<file path="config.mk">
export PLATFORM = sky130hd
export DESIGN_NAME = vga_frame_capture
export DESIGN_NICKNAME = d
export VERILOG_FILES = /design/src/rtl/vga_frame_capture.sv
export SDC_FILE = /design/constraint.sdc
export NUM_CORES = 1
export LEC_CHECK = 0
export CAP_MARGIN = 20
export CORE_MARGIN = 2
export CORE_UTILIZATION = 35
export DETAILED_ROUTE_END_ITERATION = 10
export PLACE_DENSITY_LB_ADDON = 0.3
export REMOVE_ABC_BUFFERS = 1
export SYNTH_ARGS = -nofsm -noshare
export SYNTH_HDL_FRONTEND = slang
export SYNTH_SLANG_ARGS = --single-unit
export TNS_END_PERCENT = 10
</file>
<file path="constraint.sdc">
create_clock -name clock_50 -period 9.9 [get_ports clock_50]
set_input_delay 2.97 -clock clock_50 [delete_from_list [all_inputs] [get_ports clock_50]]
set_output_delay 2.97 -clock clock_50 [all_outputs]
set_load 0.05 [all_outputs]
</file>
<file path="src/rtl/vga_frame_capture.sv">
// Taps the VGA pixel stream and captures exactly one active frame on request into a
// first-word fall-through FIFO, presented as a valid/ready stream with sof/eol marks.
module vga_frame_capture #(
  parameter int H_ACTIVE = 640,
  parameter int V_ACTIVE = 480,
  parameter int DEPTH    = 16
) (
  input  logic                   clock_50,
  input  logic                   reset,
  input  logic                   pixel_tick,
  input  logic                   video_on,
  input  logic [9:0]             pixel_x,
  input  logic [9:0]             pixel_y,
  input  logic [7:0]             pix_r,
  input  logic [7:0]             pix_g,
  input  logic [7:0]             pix_b,
  input  logic                   capture_req,
  input  logic                   out_ready,
  output logic                   out_valid,
  output logic [23:0]            out_data,
  output logic                   out_sof,
  output logic                   out_eol,
  output logic                   busy,
  output logic                   frame_done,
  output logic [15:0]            drop_count,
  output logic [$clog2(DEPTH):0] fifo_level
);

  // state    | meaning
  // IDLE     | not capturing; FIFO keeps draining
  // WAIT_SOF | armed, waiting for pixel (0,0)
  // CAPTURE  | writing every active pixel until the last one of the frame

  localparam int AW = $clog2(DEPTH);
  localparam logic [9:0]  H_LIM      = 10'(H_ACTIVE);
  localparam logic [9:0]  V_LIM      = 10'(V_ACTIVE);
  localparam logic [9:0]  X_LAST     = 10'(H_ACTIVE - 1);
  localparam logic [9:0]  Y_LAST     = 10'(V_ACTIVE - 1);
  localparam logic [AW:0] LEVEL_FULL = (AW + 1)'(DEPTH);

  typedef enum logic [1:0] {IDLE, WAIT_SOF, CAPTURE} state_t;
  state_t state;

  logic [25:0]   mem [DEPTH];
  logic [25:0]   head;
  logic [AW-1:0] wr_ptr, rd_ptr;
  logic          at_origin, in_area, at_last, at_eol;
  logic          cap_event, pop, push;

  always_comb begin
    at_origin = (pixel_x == 10'd0) && (pixel_y == 10'd0);
    in_area   = (pixel_x < H_LIM) && (pixel_y < V_LIM);
    at_eol    = (pixel_x == X_LAST);
    at_last   = at_eol && (pixel_y == Y_LAST);
    cap_event = pixel_tick & video_on &
                (((state == WAIT_SOF) & at_origin) | ((state == CAPTURE) & in_area));
    pop       = out_valid & out_ready;
    // A full FIFO still accepts a write when the head leaves in the same cycle.
    push      = cap_event & ((fifo_level != LEVEL_FULL) | pop);
  end

  // Storage needs no reset: the pointers alone define what is valid.
  always_ff @(posedge clock_50) begin
    if (push) mem[wr_ptr] <= {pix_r, pix_g, pix_b, at_origin, at_eol};
  end

  always_ff @(posedge clock_50) begin
    if (reset) begin
      state      <= IDLE;
      wr_ptr     <= '0;
      rd_ptr     <= '0;
      fifo_level <= '0;
      frame_done <= 1'b0;
      drop_count <= '0;
    end else begin
      frame_done <= 1'b0;
      if (push) wr_ptr <= wr_ptr + AW'(1);
      if (pop)  rd_ptr <= rd_ptr + AW'(1);
      if (push & ~pop)      fifo_level <= fifo_level + (AW + 1)'(1);
      else if (pop & ~push) fifo_level <= fifo_level - (AW + 1)'(1);

      case (state)
        IDLE: begin
          if (capture_req) begin
            state      <= WAIT_SOF;
            drop_count <= '0;
          end
        end
        WAIT_SOF, CAPTURE: begin
          if (cap_event & ~push & (drop_count != 16'hFFFF))
            drop_count <= drop_count + 16'd1;
          if (cap_event & at_last) begin
            state      <= IDLE;
            frame_done <= 1'b1;
          end else if (cap_event) begin
            state <= CAPTURE;
          end
        end
        default: state <= IDLE;
      endcase
    end
  end

  assign head      = mem[rd_ptr];
  assign out_valid = (fifo_level != '0);
  assign out_data  = head[25:2];
  assign out_sof   = out_valid & head[1];
  assign out_eol   = out_valid & head[0];
  assign busy      = (state != IDLE);

endmodule

</file>
==> impl_metrics.toml, run 1 <==
[outcome]
outcome = "finished, final reports clean"

[yosys]
synth_seq_area_share_pct = 74.1
ys_warn_count = 0
syn-instance-count = 854
synthFlopType = "edfxtp_1"
ys_seq_elements = 452
synth_edf_count = 416
synth-async-reset-ratio_pct = 0
syn_area_per_cell_um2 = 20.9
netlist_area_mm2 = 0.0178
synth_cell_type_count = 58

[cts]
cts_resized = 0
cts_tree = "built"
cts_setup_buffers = 0
cts_hold_buf = 0
cts_made_buffers = 48
root_buffer = "clkbuf_16"
clock_path_buffers = 3
worst_skew_pair.late_latency_ns = 0.58
clock_sinks = 452
h-tree-depth = 2
cts.reportedPaths.clkPinSlew_ns = 0.06

[detailed_routing]
drt_first_pass_iters = 7
ant_nets = 0
dr_total_vias = 8755
drt-wirelength-per-cell_um = 22.3
drc = 0
vias_per_cell = 5.19
wl_um = 37600
drt_iter0_drc = 752

[final_layout]
layout_commonest_cell = "edfxtp_1"
fin_nets = 1040
seq_area_mm2 = 0.0132
nFillCells = 4401
final_cell_mix = "edfxtp_1, mux4_2, clkdlybuf4s50_1"
areaGrowthSynthToFinish_pct = 19.8
diodes = 0
drive_above_1_share_pct = 24.5
final_area_mm2 = 0.0214
multi_input_area_mm2 = 0.00453

[global_routing]
grtUsageMet2_pct = 23.5
grt_max_degree = 60
antenna_found_initial = 0
grt_first_pass_wirelength_um = 56800
grt_pass1_vias = 9165
track_usage_pct = 14.3
met1_usage_pct = 19.4
grtUsageMet3_pct = 3.00
gr-total-overflow = 0
top_usage_layer = "met2"

[sta]
fmax_ghz = 0.140
hold_violations = 0
rsz0062_at_grt = "no"
fin_skew_ns = 0.0178
post-route-period-util_pct = 72.0
finalSetupViolCount = 0
tightest_slew_ns = 1.06
min_period_ns = 7.13
slew_headroom_pct = 28.9
slew_viol_final = 0
tns_ns = 0

[setup_path]
path_class = "reg -> out"
startpoint_type = "register"
crit_path_end_kind = "output port"
arrival_ns = 4.16
cp_max_fo = 59
required_ns = 6.93

[die]
start_util_pct = 35.5
die_x_um = 230
core_area_mm2 = 0.0503
top_level_ports = 100
die_area_mm2 = 0.0528
die_h_um = 230
num_rows = 82

[place]
numPortBuffers = 99
place_area_mm2 = 0.0197
routabilityCongestion = 0.807
dpl.hpwl_um = 20700

[pwr]
p_leak_nw = 6.37
p_per_area_mw_per_mm2 = 185
totalPowerFinal_w = 0.00394
ir_drop_mv = 0.120

[worst_hold_path]
min_path_type = "reg -> reg"

[run]
cap_violations = 0
## cell families (layout without fill, tap and decap cells)
group                    after synthesis  after routing  synth area share (%)
buffers and inverters                 53            214                  1.19
AND/OR/NAND/NOR                      130            130                  3.91
AO/OA/AOI/OAI                         62             62                  2.68
adder cells (fa/ha/maj)               15             15                  1.09
flip-flops                           452            452                  74.1
XOR/XNOR                               6              6                 0.295
multiplexers                         136            136                  16.8
## per-layer routing
metal | vias up | wire length (um)
met2 | 214 | 18200
li1 | 3854 | -
met4 | 0 | 688
met3 | 59 | 1860
met1 | 4628 | 16800
met5 | - | 0
## worst max-delay path, stage by stage (launching register included)
cell and delay, ns:
dfxtp_4 0.98, buf_4 0.73, mux4_2 0.42, mux4_2 0.51
and2_1 0.18, clkdlybuf4s50_1 0.74
## final cells by class
class / count / share of cell area, %
Inverter: 11 / 0.193
Multi-Input combinational cell: 349 / 21.2
Clock inverter: 36 / 1.59
Sequential cell: 452 / 61.9
Timing Repair Buffer: 113 / 5.36
Clock buffer: 54 / 5.83
Tap cell: 672 / 3.94
## flip-flops by register name (all words and copies together), names as in the netlist, named ones only
| name | cells |
|---|---|
| rd_ptr | 4 |
| wr_ptr | 4 |
| mem | 416 |
| frame_done | 1 |
| drop_count | 16 |
| fifo_level | 5 |
| state | 2 |
## cells in the mapped netlist (4+ instances only)
cell type,number,area share [%]
nand2_1,15,0.32
nor4_1,9,0.32
inv_1,11,0.23
o21ai_1,5,0.14
buf_2,10,0.28
or3_1,4,0.14
nor2_1,31,0.65
ha_1,14,0.98
dfxtp_1,36,4.0
a21oi_1,12,0.34
nand3_1,17,0.48
nand4_1,10,0.35
nor3_1,10,0.28
buf_1,13,0.27
mux2i_1,4,0.22
mux4_2,130,16
nor2b_1,5,0.18
clkbuf_1,19,0.40
a221o_1,4,0.22
o41ai_1,5,0.25
edfxtp_1,416,70
nand2b_1,9,0.32
o21ai_0,7,0.20
## power breakdown
part	total [W]	internal (W)	switching (W)
Clock	0.00178	0.00103	0.000751
Sequential	0.00208	0.00208	0.00000101
Combinational	0.0000847	0.0000326	0.0000522
## stage by stage
stage          hold WS (ns)  utilization [%]  worst slack, ns  std cells
2_1_floorplan         0.452                -             1.16        812
3_3_place_gp          0.476             39.2             3.18       1593
3_5_place_dp          0.517             39.2             3.16       1593
4_1_cts               0.525             42.3             2.69       1683
5_1_grt               0.560             42.5             2.60       1687
6_report              0.524             42.5             2.77       1687
## final timing paths
| path | from | endpoint | slack [ns] | cells after the start |
|---|---|---|---|---|
| min | rd_ptr[3] | register | 0.52 | 2 |
| min reg2reg | rd_ptr[3] | register | 0.52 | 2 |
| max reg2reg | state[0] | fifo_level[4] | 6.57 | 14 |
| max | register | out_eol | 2.77 | 5 |
Note: power is estimated with default switching activity, not from simulation.
==> inputs of run 2 (changes only) <==
==> constraint.sdc (replaced) <==
create_clock -name clock_50 -period 7.2 [get_ports clock_50]
set_input_delay 2.16 -clock clock_50 [delete_from_list [all_inputs] [get_ports clock_50]]
set_output_delay 2.16 -clock clock_50 [all_outputs]
set_load 0.05 [all_outputs]
==> run 2 against run 1 <==
- clock-buffer cell count is 2 lower
- setup slack lost 1.4 ns
- critical path type unchanged
- highest routed layer unchanged
- routed wire length is 2.6% higher
==> impl_metrics.toml, run 2 (same netlist as run 1, synthesis figures left out) <==
[setup_path]
crit_path_end = "out_data[1]"
cp_max_fo = 35
worst-path-buf-inv = 2
cp_common_cell = "mux4_2"
cpLargestDelayFamily = "buffers and inverters"
r2r_slack_ns = 3.88
max_stage_delay_ns = 0.86
crit_chain = "buf_4 > mux4_2 > mux4_2 > clkdlybuf4s50_1"
path_class = "reg -> out"
crit_path_top_delay_cell = "dfxtp_4"
startpoint_type = "register"
r2r_cells = 14
reg2reg_from = "state[0]"
r2r_end = "fifo_level[4]"
crit_path_end_kind = "output port"
crit_cells = 4
required_ns = 5.04
arrival_ns = 3.68

[detailed_routing]
vias_per_cell = 5.22
dr_total_vias = 8829
drt_first_pass_iters = 5
drt-wirelength-per-cell_um = 22.8
drc = 0
wl_um = 38500
ant_nets = 0
drt_iter0_drc = 781

[global_routing]
grt_max_degree = 62
grt_pass1_vias = 9274
track_usage_pct = 14.7
grt_first_pass_wirelength_um = 58500
gr-total-overflow = 0
antenna_found_initial = 0

[sta]
finalSetupViolCount = 0
tns_ns = 0
slew_headroom_pct = 28.7
tightest_slew_ns = 1.07
hold_ws_ns = 0.503
fmax_ghz = 0.171
min_period_ns = 5.84
hold_violations = 0
post-route-period-util_pct = 81.2
slew_viol_final = 0
rsz0062_at_grt = "no"
fin_skew_ns = 0.0122

[pwr]
p_per_area_mw_per_mm2 = 253
seqPwrFrac_pct = 52.7
pwr-share-clk_pct = 45.1
p_leak_nw = 6.41
combPwrFrac_pct = 2.2
totalPowerFinal_w = 0.00543
intPower_w = 0.00433
net-switching-power_w = 0.00110
sw_frac_of_total_pct = 20.2
ir_drop_mv = 0.190

[cts]
cts_setup_buffers = 0
cts_resized = 0
clock_path_buffers = 3
worst_skew_pair.late_latency_ns = 0.58
root_buffer = "clkbuf_16"
cts_tree = "built"
cts_hold_buf = 0
h-tree-depth = 2
clock_sinks = 452
cts_made_buffers = 47
cts.reportedPaths.clkPinSlew_ns = 0.06

[final_layout]
largest_reg_flops = 416
areaGrowthSynthToFinish_pct = 20.1
diodes = 0
final_cell_mix = "edfxtp_1, mux4_2, clkdlybuf4s50_1"
max_flop_register = "mem"
drive_above_1_share_pct = 24.6
layout_commonest_cell = "edfxtp_1"
fin_nets = 1046
reg_top3 = "mem (416), drop_count (16), fifo_level (5)"

[place]
routabilityCongestion = 0.811
dpl.hpwl_um = 21900
numPortBuffers = 99

[die]
top_level_ports = 100
die_area_mm2 = 0.0528
core_area_mm2 = 0.0503
die_h_um = 230
num_rows = 82
die_x_um = 230
start_util_pct = 35.5

[run]
cap_violations = 0

[outcome]
outcome = "finished, final reports clean"

[worst_hold_path]
min_path_type = "reg -> reg"
==> run 2: cell types whose count changed in the layout (fill, tap and decap cells not counted), sizes merged <==
| cell | change |
|---|---|
| clkinv | +5 |
| clkinvlp | -5 |
| clkbuf | -2 |
| inv | -3 |
| buf | +7 |
| bufinv | +2 |
==> run 2: worst min path at each step <==
stage,from,endpoint,slack (ns),cells after the start
6_report,rd_ptr[3],register,0.50,2
5_1_grt,rd_ptr[1],register,0.55,2
4_1_cts,rd_ptr[3],register,0.50,2
3_5_place_dp,rd_ptr[3],register,0.48,2
3_3_place_gp,rd_ptr[3],register,0.47,2
2_1_floorplan,rd_ptr[3],register,0.45,2
==> run 2: metrics by stage <==
stage          util, %  cells  cell area (um2)  setup slack (ns)
2_1_floorplan        -    812            17700            -0.729
3_3_place_gp      39.4   1600            19800              1.31
3_5_place_dp      39.4   1600            19800              1.25
4_1_cts           42.5   1687            21400              1.22
5_1_grt           42.6   1691            21400              1.12
6_report          42.6   1691            21400              1.36
==> run 2: cell type report <==
class,count,area [um2]
sequential,452,13200
inverter,11,41.3
timing repair buffer,120,1220
fill,4409,28900
tap,672,841
clock buffer,52,1190
multi-input combinational,349,4530
clock inverter,35,368
==> run 2: power by group through the flow <==
stage | registers (W) | logic, W | clock network (W)
after floorplan | 0.00292 | 0.0000420 | 0
after global placement | 0.00292 | 0.000116 | 0
after detailed placement | 0.00292 | 0.000118 | 0
after CTS | 0.00286 | 0.000118 | 0.00250
after global routing | 0.00286 | 0.000129 | 0.00260
final | 0.00286 | 0.000118 | 0.00245
==> run 2: worst register-to-register path, cell delays in order (launching register included) <==
cell	delay [ns]
dfxtp_1	0.37
inv_1	0.10
ha_1	0.23
nand4b_1	0.10
a221o_1	0.25
o31a_1	0.53
nor2_1	0.10
ha_1	0.25
inv_1	0.13
ha_1	0.28
a21o_1	0.19
a21oi_1	0.18
xnor2_1	0.09
or3_1	0.30
a21oi_1	0.15
==> run 2: layer usage <==
metal  track usage, %  share of wire, %
met5                0                 0
met2             22.9                46
met3             3.61               6.8
met4             3.79               2.1
met1             20.9                45
